File: src/rtl/mul_unit_if.sv
// Request/result bundle between the execute-stage controller and mul_unit.
// Latency: none, wires only.
// Backpressure: valid/ready on both the request and the result side.
// Ports (by modport):
//   master : drives in_valid, A, B, MulSel, out_ready; observes in_ready, out_valid, MulRes
//   slave  : the multiplier side, mirror image of master
interface mul_unit_if #(parameter int N = 32);
  logic         in_valid;
  logic         in_ready;
  logic [N-1:0] A;
  logic [N-1:0] B;
  logic [1:0]   MulSel;
  logic         out_valid;
  logic         out_ready;
  logic [N-1:0] MulRes;

  modport master (
    output in_valid, A, B, MulSel, out_ready,
    input  in_ready, out_valid, MulRes
  );

  modport slave (
    input  in_valid, A, B, MulSel, out_ready,
    output in_ready, out_valid, MulRes
  );
endinterface

File: src/rtl/mul_unit.sv
// Iterative radix-2 shift-add multiplier for mul/mulh/mulhsu/mulhu.
// Latency: result valid N+1 edges after the acceptance edge, independent of operands.
// Backpressure: result held in DONE until out_ready; no request accepted outside IDLE.
// Ports:
//   clk, rst : rising-edge clock, asynchronous active-high reset
//   bus      : slave side of mul_unit_if (request A/B/MulSel, result MulRes)
module mul_unit #(
  parameter int N = 32
) (
  input  logic         clk,
  input  logic         rst,
  mul_unit_if.slave    bus
);
  localparam int CW = $clog2(N) + 1;

  typedef enum logic [1:0] {IDLE, CALC, SIGN, DONE} state_t;

  state_t         state_q, state_d;
  logic [CW-1:0]  cnt_q, cnt_d;
  logic [2*N-1:0] prod_q, prod_d;
  logic [N-1:0]   mcand_q, mcand_d;
  logic [N-1:0]   mplier_q, mplier_d;
  logic [N-1:0]   res_q, res_d;
  logic [1:0]     sel_q, sel_d;
  logic           neg_q, neg_d;
  logic           ovld_q, ovld_d;

  logic           a_neg, b_neg;
  logic [N:0]     sum;
  logic [2*N-1:0] prod_fix;

  always_comb begin
    // rs1 is signed for mulh/mulhsu, rs2 only for mulh
    a_neg    = ((bus.MulSel == 2'b01) || (bus.MulSel == 2'b10)) && bus.A[N-1];
    b_neg    = (bus.MulSel == 2'b01) && bus.B[N-1];
    // N+1 bits so the carry out of the upper half survives the shift
    sum      = {1'b0, prod_q[2*N-1:N]} + {1'b0, mcand_q & {N{mplier_q[0]}}};
    prod_fix = neg_q ? (~prod_q + (2*N)'(1)) : prod_q;

    state_d  = state_q;
    cnt_d    = cnt_q;
    prod_d   = prod_q;
    mcand_d  = mcand_q;
    mplier_d = mplier_q;
    res_d    = res_q;
    sel_d    = sel_q;
    neg_d    = neg_q;
    ovld_d   = ovld_q;

    case (state_q)
      IDLE: begin
        if (bus.in_valid) begin
          // two's-complement magnitude; 0x80..0 maps to itself, which is correct unsigned
          mcand_d  = a_neg ? (~bus.A + N'(1)) : bus.A;
          mplier_d = b_neg ? (~bus.B + N'(1)) : bus.B;
          neg_d    = a_neg ^ b_neg;
          sel_d    = bus.MulSel;
          prod_d   = '0;
          cnt_d    = '0;
          state_d  = CALC;
        end
      end
      CALC: begin
        prod_d   = {sum, prod_q[N-1:1]};
        mplier_d = mplier_q >> 1;
        cnt_d    = cnt_q + CW'(1);
        if (cnt_q == CW'(N - 1)) begin
          state_d = SIGN;
        end
      end
      SIGN: begin
        prod_d  = prod_fix;
        res_d   = (sel_q == 2'b00) ? prod_fix[N-1:0] : prod_fix[2*N-1:N];
        ovld_d  = 1'b1;
        state_d = DONE;
      end
      DONE: begin
        if (bus.out_ready) begin
          ovld_d  = 1'b0;
          state_d = IDLE;
        end
      end
      default: state_d = IDLE;
    endcase
  end

  always_ff @(posedge clk or posedge rst) begin
    if (rst) begin
      state_q  <= IDLE;
      cnt_q    <= '0;
      prod_q   <= '0;
      mcand_q  <= '0;
      mplier_q <= '0;
      res_q    <= '0;
      sel_q    <= '0;
      neg_q    <= 1'b0;
      ovld_q   <= 1'b0;
    end else begin
      state_q  <= state_d;
      cnt_q    <= cnt_d;
      prod_q   <= prod_d;
      mcand_q  <= mcand_d;
      mplier_q <= mplier_d;
      res_q    <= res_d;
      sel_q    <= sel_d;
      neg_q    <= neg_d;
      ovld_q   <= ovld_d;
    end
  end

  assign bus.in_ready  = (state_q == IDLE);
  assign bus.out_valid = ovld_q;
  assign bus.MulRes    = res_q;
endmodule

File: src/flat_wrapper.sv
// flat-port wrapper written by rule: the top's interface ports become plain ports
module mul_unit_flat 
#(
  parameter int N = 32
)
  (clk, rst, bus_in_valid, bus_A, bus_B, bus_MulSel, bus_out_ready, bus_in_ready, bus_out_valid, bus_MulRes);
  mul_unit_if #(.N(N)) bus_i ();
  input  logic clk;
  input  logic rst;
  input wire logic [$bits(bus_i.in_valid)-1:0] bus_in_valid;
  input wire logic [$bits(bus_i.A)-1:0] bus_A;
  input wire logic [$bits(bus_i.B)-1:0] bus_B;
  input wire logic [$bits(bus_i.MulSel)-1:0] bus_MulSel;
  input wire logic [$bits(bus_i.out_ready)-1:0] bus_out_ready;
  output wire logic [$bits(bus_i.in_ready)-1:0] bus_in_ready;
  output wire logic [$bits(bus_i.out_valid)-1:0] bus_out_valid;
  output wire logic [$bits(bus_i.MulRes)-1:0] bus_MulRes;
  assign bus_i.in_valid = bus_in_valid;
  assign bus_i.A = bus_A;
  assign bus_i.B = bus_B;
  assign bus_i.MulSel = bus_MulSel;
  assign bus_i.out_ready = bus_out_ready;
  assign bus_in_ready = bus_i.in_ready;
  assign bus_out_valid = bus_i.out_valid;
  assign bus_MulRes = bus_i.MulRes;
  mul_unit #(.N(N)) u_core (.clk(clk), .rst(rst), .bus(bus_i));
endmodule
File: config.mk
export PLATFORM = sky130hd
export DESIGN_NAME = mul_unit_flat
export DESIGN_NICKNAME = d
export VERILOG_FILES = /design/src/rtl/mul_unit_if.sv /design/src/rtl/mul_unit.sv /design/src/flat_wrapper.sv
export SDC_FILE = /design/constraint.sdc
export NUM_CORES = 1
export LEC_CHECK = 0
export CAP_MARGIN = 10
export CORE_MARGIN = 2
export CORE_UTILIZATION = 40
export CTS_CLUSTER_SIZE = 25
export DETAILED_ROUTE_END_ITERATION = 16
export GPL_TIMING_DRIVEN = 0
export PLACE_DENSITY_LB_ADDON = 0.2
export SYNTH_ARGS = -nofsm -noshare
export SYNTH_HDL_FRONTEND = slang
export SYNTH_SLANG_ARGS = --single-unit
File: constraint.sdc
create_clock -name clk -period 10.5 [get_ports clk]
set_input_delay 3.15 -clock clk [delete_from_list [all_inputs] [get_ports clk]]
set_output_delay 3.15 -clock clk [all_outputs]
set_load 0.005 [all_outputs]
==> reports/metrics.cfg <==
[clock_tree]
clock_latency_ns=0.45
cts_root_buf=clkbuf_16
htree_levels=4
cts_max_path_buffers=2
cts_resized=0
cts.sinks=172
tritoncts=yes
cts_buffers=17
cts_hold_buf=0
clkSlewWorstSetupHoldPaths_ns=0.07
cts_setup_buffers=0

[timing]
slew_viol_final=0
setup_viol_count_final=0
tns_ns=0
layout_min_cycle_time_ns=5.69
max_freq_mhz=176
hold_viol=0
rsz0062_at_grt=false
worst_slew_pin_slew_ns=1.19
skew_ns=0.0116
relSlewSlack_pct=20.6
fin_crit_sh_pct=54.2

[flow_run]
drv_cap=0

[logic_synthesis]
synth_cell_type_count=64
yosysWarnings=0
synthArstFlopShare_pct=100
syn_inst=1450
yosysTopAreaCell=dfrtp_1
synth_top_area_share_pct=35.7
synth-main-ff-cell=dfrtp_1
synth_area_per_cell_um2=8.32
ys_ff_latch=172
synth-edff-count=0
postSynthNetCount=1563
ys_seq_area_share_pct=35.7
netlist_area_um2=12100
synth_area_leaders=dfrtp_1, o21ai_0, nand2_1

[cells_and_area]
final_cell_mix=nand2_1, dfrtp_1, o21ai_0, a21oi_1, clkdlybuf4s50_1
fill_cells=2955
regArea_um2=4300
n_antenna_cell=0
fin_cells=1976
multiInputGateArea_um2=7270
final_common_cell=nand2_1
layout-drive-gt1-share_pct=4.41
nets=1686
syn_to_final_growth_pct=18.1

[global_routing]
antenna_found_initial=0
track_usage_pct=23.8
grt_max_degree=109
grt_remaining_overflow=0
grt_pass1_wl_um=58600
grt_pass1_vias=10400

[critical_path]
worstSetupPathType=in2reg
regToRegStartpoint=u_core.prod_q[11]
cp_data_required_time_ns=10.88
crit_path_end=u_core.mplier_q[30]
critPathSlowestCell=clkdlybuf4s50_1
crit_start=bus_B[5]
worstPathArrival_ns=6.07
startpoint_type=input port
reg2regPathDepth=9
max_stage_delay_ns=0.50
cpMostUsedCell=o21ai_0
timing.rr.end=u_core.bus.MulRes[31]
crit_path_max_fanout=5
worstPathCellList=clkdlybuf4s50_1 > nor4_1 > nand2_1 > nor3b_1 > nand3_1 > o31ai_1 > o21ai_0 > xnor2_1 > o21ai_0 > o21a_1
end_kind=flip-flop
r2r_setup_slack_ns=6.66

[detailed_routing]
drt_iter0_drc=874
remaining_drc_errors=0
avgViaCountPerCell=5.65
dr_wl_met3_um=2190
totalWireLength_um=37300
drt-met1-wl_um=17800
drtPass1Iterations=5
wl_met2_um=16500
num_vias=11200
wl_per_cell_um=18.9
ant_nets=0
top_layer=met4

[power_and_ir_drop]
cellPowerDensity_nw_per_um2=297
ir_drop_mv=0.148
finalPower_w=0.00423
p_leak_nw=6.13

[placement]
place_inst=1944
dp_hpwl_um=28300
io_buffer_count=103
routabilityCongestion=0.940

[min_path]
hold_path_class=reg2reg

[die]
row_count=63
ios=104
die-area_um2=31600
coreArea_um2=29600
die_w_um=178
start_util_pct=40.7
die_h_um=178

[status]
status=finished clean

[sequential cells by signal, summed over array words and instances (netlist names), 2 cells and up]
register           cells
u_core.cnt_q           6
u_core.mplier_q       32
u_core.prod_q         64
u_core.sel_q           2
u_core.mcand_q        32
u_core.bus.MulRes     32
u_core.state_q         2
[Yosys cell counts (5+ instances only)]
| master | n |
|---|---|
| o221ai_1 | 16 |
| nand2_1 | 183 |
| or2_2 | 10 |
| o21ai_0 | 160 |
| nor2_1 | 96 |
| nor4_1 | 11 |
| a21oi_1 | 106 |
| inv_1 | 39 |
| o21ai_1 | 7 |
| a21o_1 | 22 |
| and2_1 | 39 |
| nor3_1 | 54 |
| o31a_1 | 5 |
| a31oi_1 | 6 |
| o31ai_4 | 5 |
| xor2_1 | 74 |
| o31ai_1 | 23 |
| clkbuf_1 | 77 |
| o22ai_1 | 8 |
| a221o_1 | 15 |
| or4_1 | 7 |
| or3_1 | 15 |
| ha_1 | 42 |
| o211ai_1 | 9 |
| nor2b_1 | 9 |
| nand3_1 | 17 |
| buf_1 | 7 |
| nor3b_1 | 7 |
| dfrtp_1 | 172 |
| mux2i_1 | 6 |
| o41ai_1 | 11 |
| a22oi_1 | 25 |
| o311ai_0 | 5 |
| xnor2_1 | 72 |
| nand2b_1 | 26 |
| o21a_1 | 6 |
| mux2_2 | 10 |
[metal layers]
| metal | GRT usage [%] | up-vias |
|---|---|---|
| met5 | 0 | - |
| met4 | 7.17 | 0 |
| met3 | 4.01 | 52 |
| met2 | 36.5 | 386 |
| met1 | 34.3 | 5304 |
| li1 | - | 5428 |
[layout make-up]
type / count / share of cell area, %
inverter: 39 / 1.08
timing repair buffer: 104 / 7.43
sequential: 172 / 30.2
tap: 390 / 3.42
multi-input combinational: 1152 / 51.0
buffer: 87 / 2.41
clock buffer: 18 / 3.01
clock inverter: 14 / 1.41
[worst max-delay path, delay by kind of cell]
| family | cells | cell delay, ns |
|---|---|---|
| buf+inv | 1 | 0.50 |
| compound gates | 4 | 0.96 |
| xor+xnor | 1 | 0.16 |
| simple gates | 4 | 1.29 |
[power by group]
| part | switching (W) | internal, W | total (W) | leakage, nW |
|---|---|---|---|---|
| registers | 0.000198 | 0.000888 | 0.00109 | 2.27 |
| logic | 0.00159 | 0.000863 | 0.00245 | 3.56 |
| clock network | 0.000313 | 0.000386 | 0.000699 | 0.305 |
| total | 0.00210 | 0.00214 | 0.00423 | 6.13 |
[stage by stage]
step	util (%)	cell area [µm²]	hold WS, ns	worst slack (ns)
3_3_place_gp	45.8	13600	0.455	0.0511
6_report	48.1	14200	0.471	4.81
5_1_grt	48.1	14200	0.494	4.49
3_5_place_dp	45.9	13600	0.464	4.34
4_1_cts	48.1	14200	0.479	4.81
2_1_floorplan	-	12100	0.442	2.69
[how the worst min path moves through the flow]
stage / end / depth (start not counted) / startpoint / slack, ns
2_1_floorplan: u_core.mcand_q[0] / 2 / u_core.mcand_q[0] / 0.44
3_3_place_gp: u_core.mcand_q[16] / 2 / u_core.mcand_q[16] / 0.45
3_5_place_dp: u_core.mcand_q[31] / 2 / u_core.mcand_q[31] / 0.46
4_1_cts: u_core.mcand_q[14] / 2 / u_core.mcand_q[14] / 0.48
5_1_grt: u_core.mcand_q[22] / 2 / u_core.mcand_q[22] / 0.49
6_report: u_core.mcand_q[14] / 2 / u_core.mcand_q[14] / 0.47
[logic make-up (layout without fill, tap and decap cells)]
kind of cell / Yosys count / after routing / synth area share (%)
AOI/OAI and AO/OA: 455 / 455 / 24.2
muxes: 16 / 16 / 1.43
DFF: 172 / 172 / 35.7
buffers and inverters: 126 / 262 / 4.06
and+or+nand+nor: 492 / 492 / 19.5
xor gates and xnor gates: 146 / 146 / 10.6
adders and majority gates: 43 / 43 / 4.52
(Power assumes the default switching activity.)
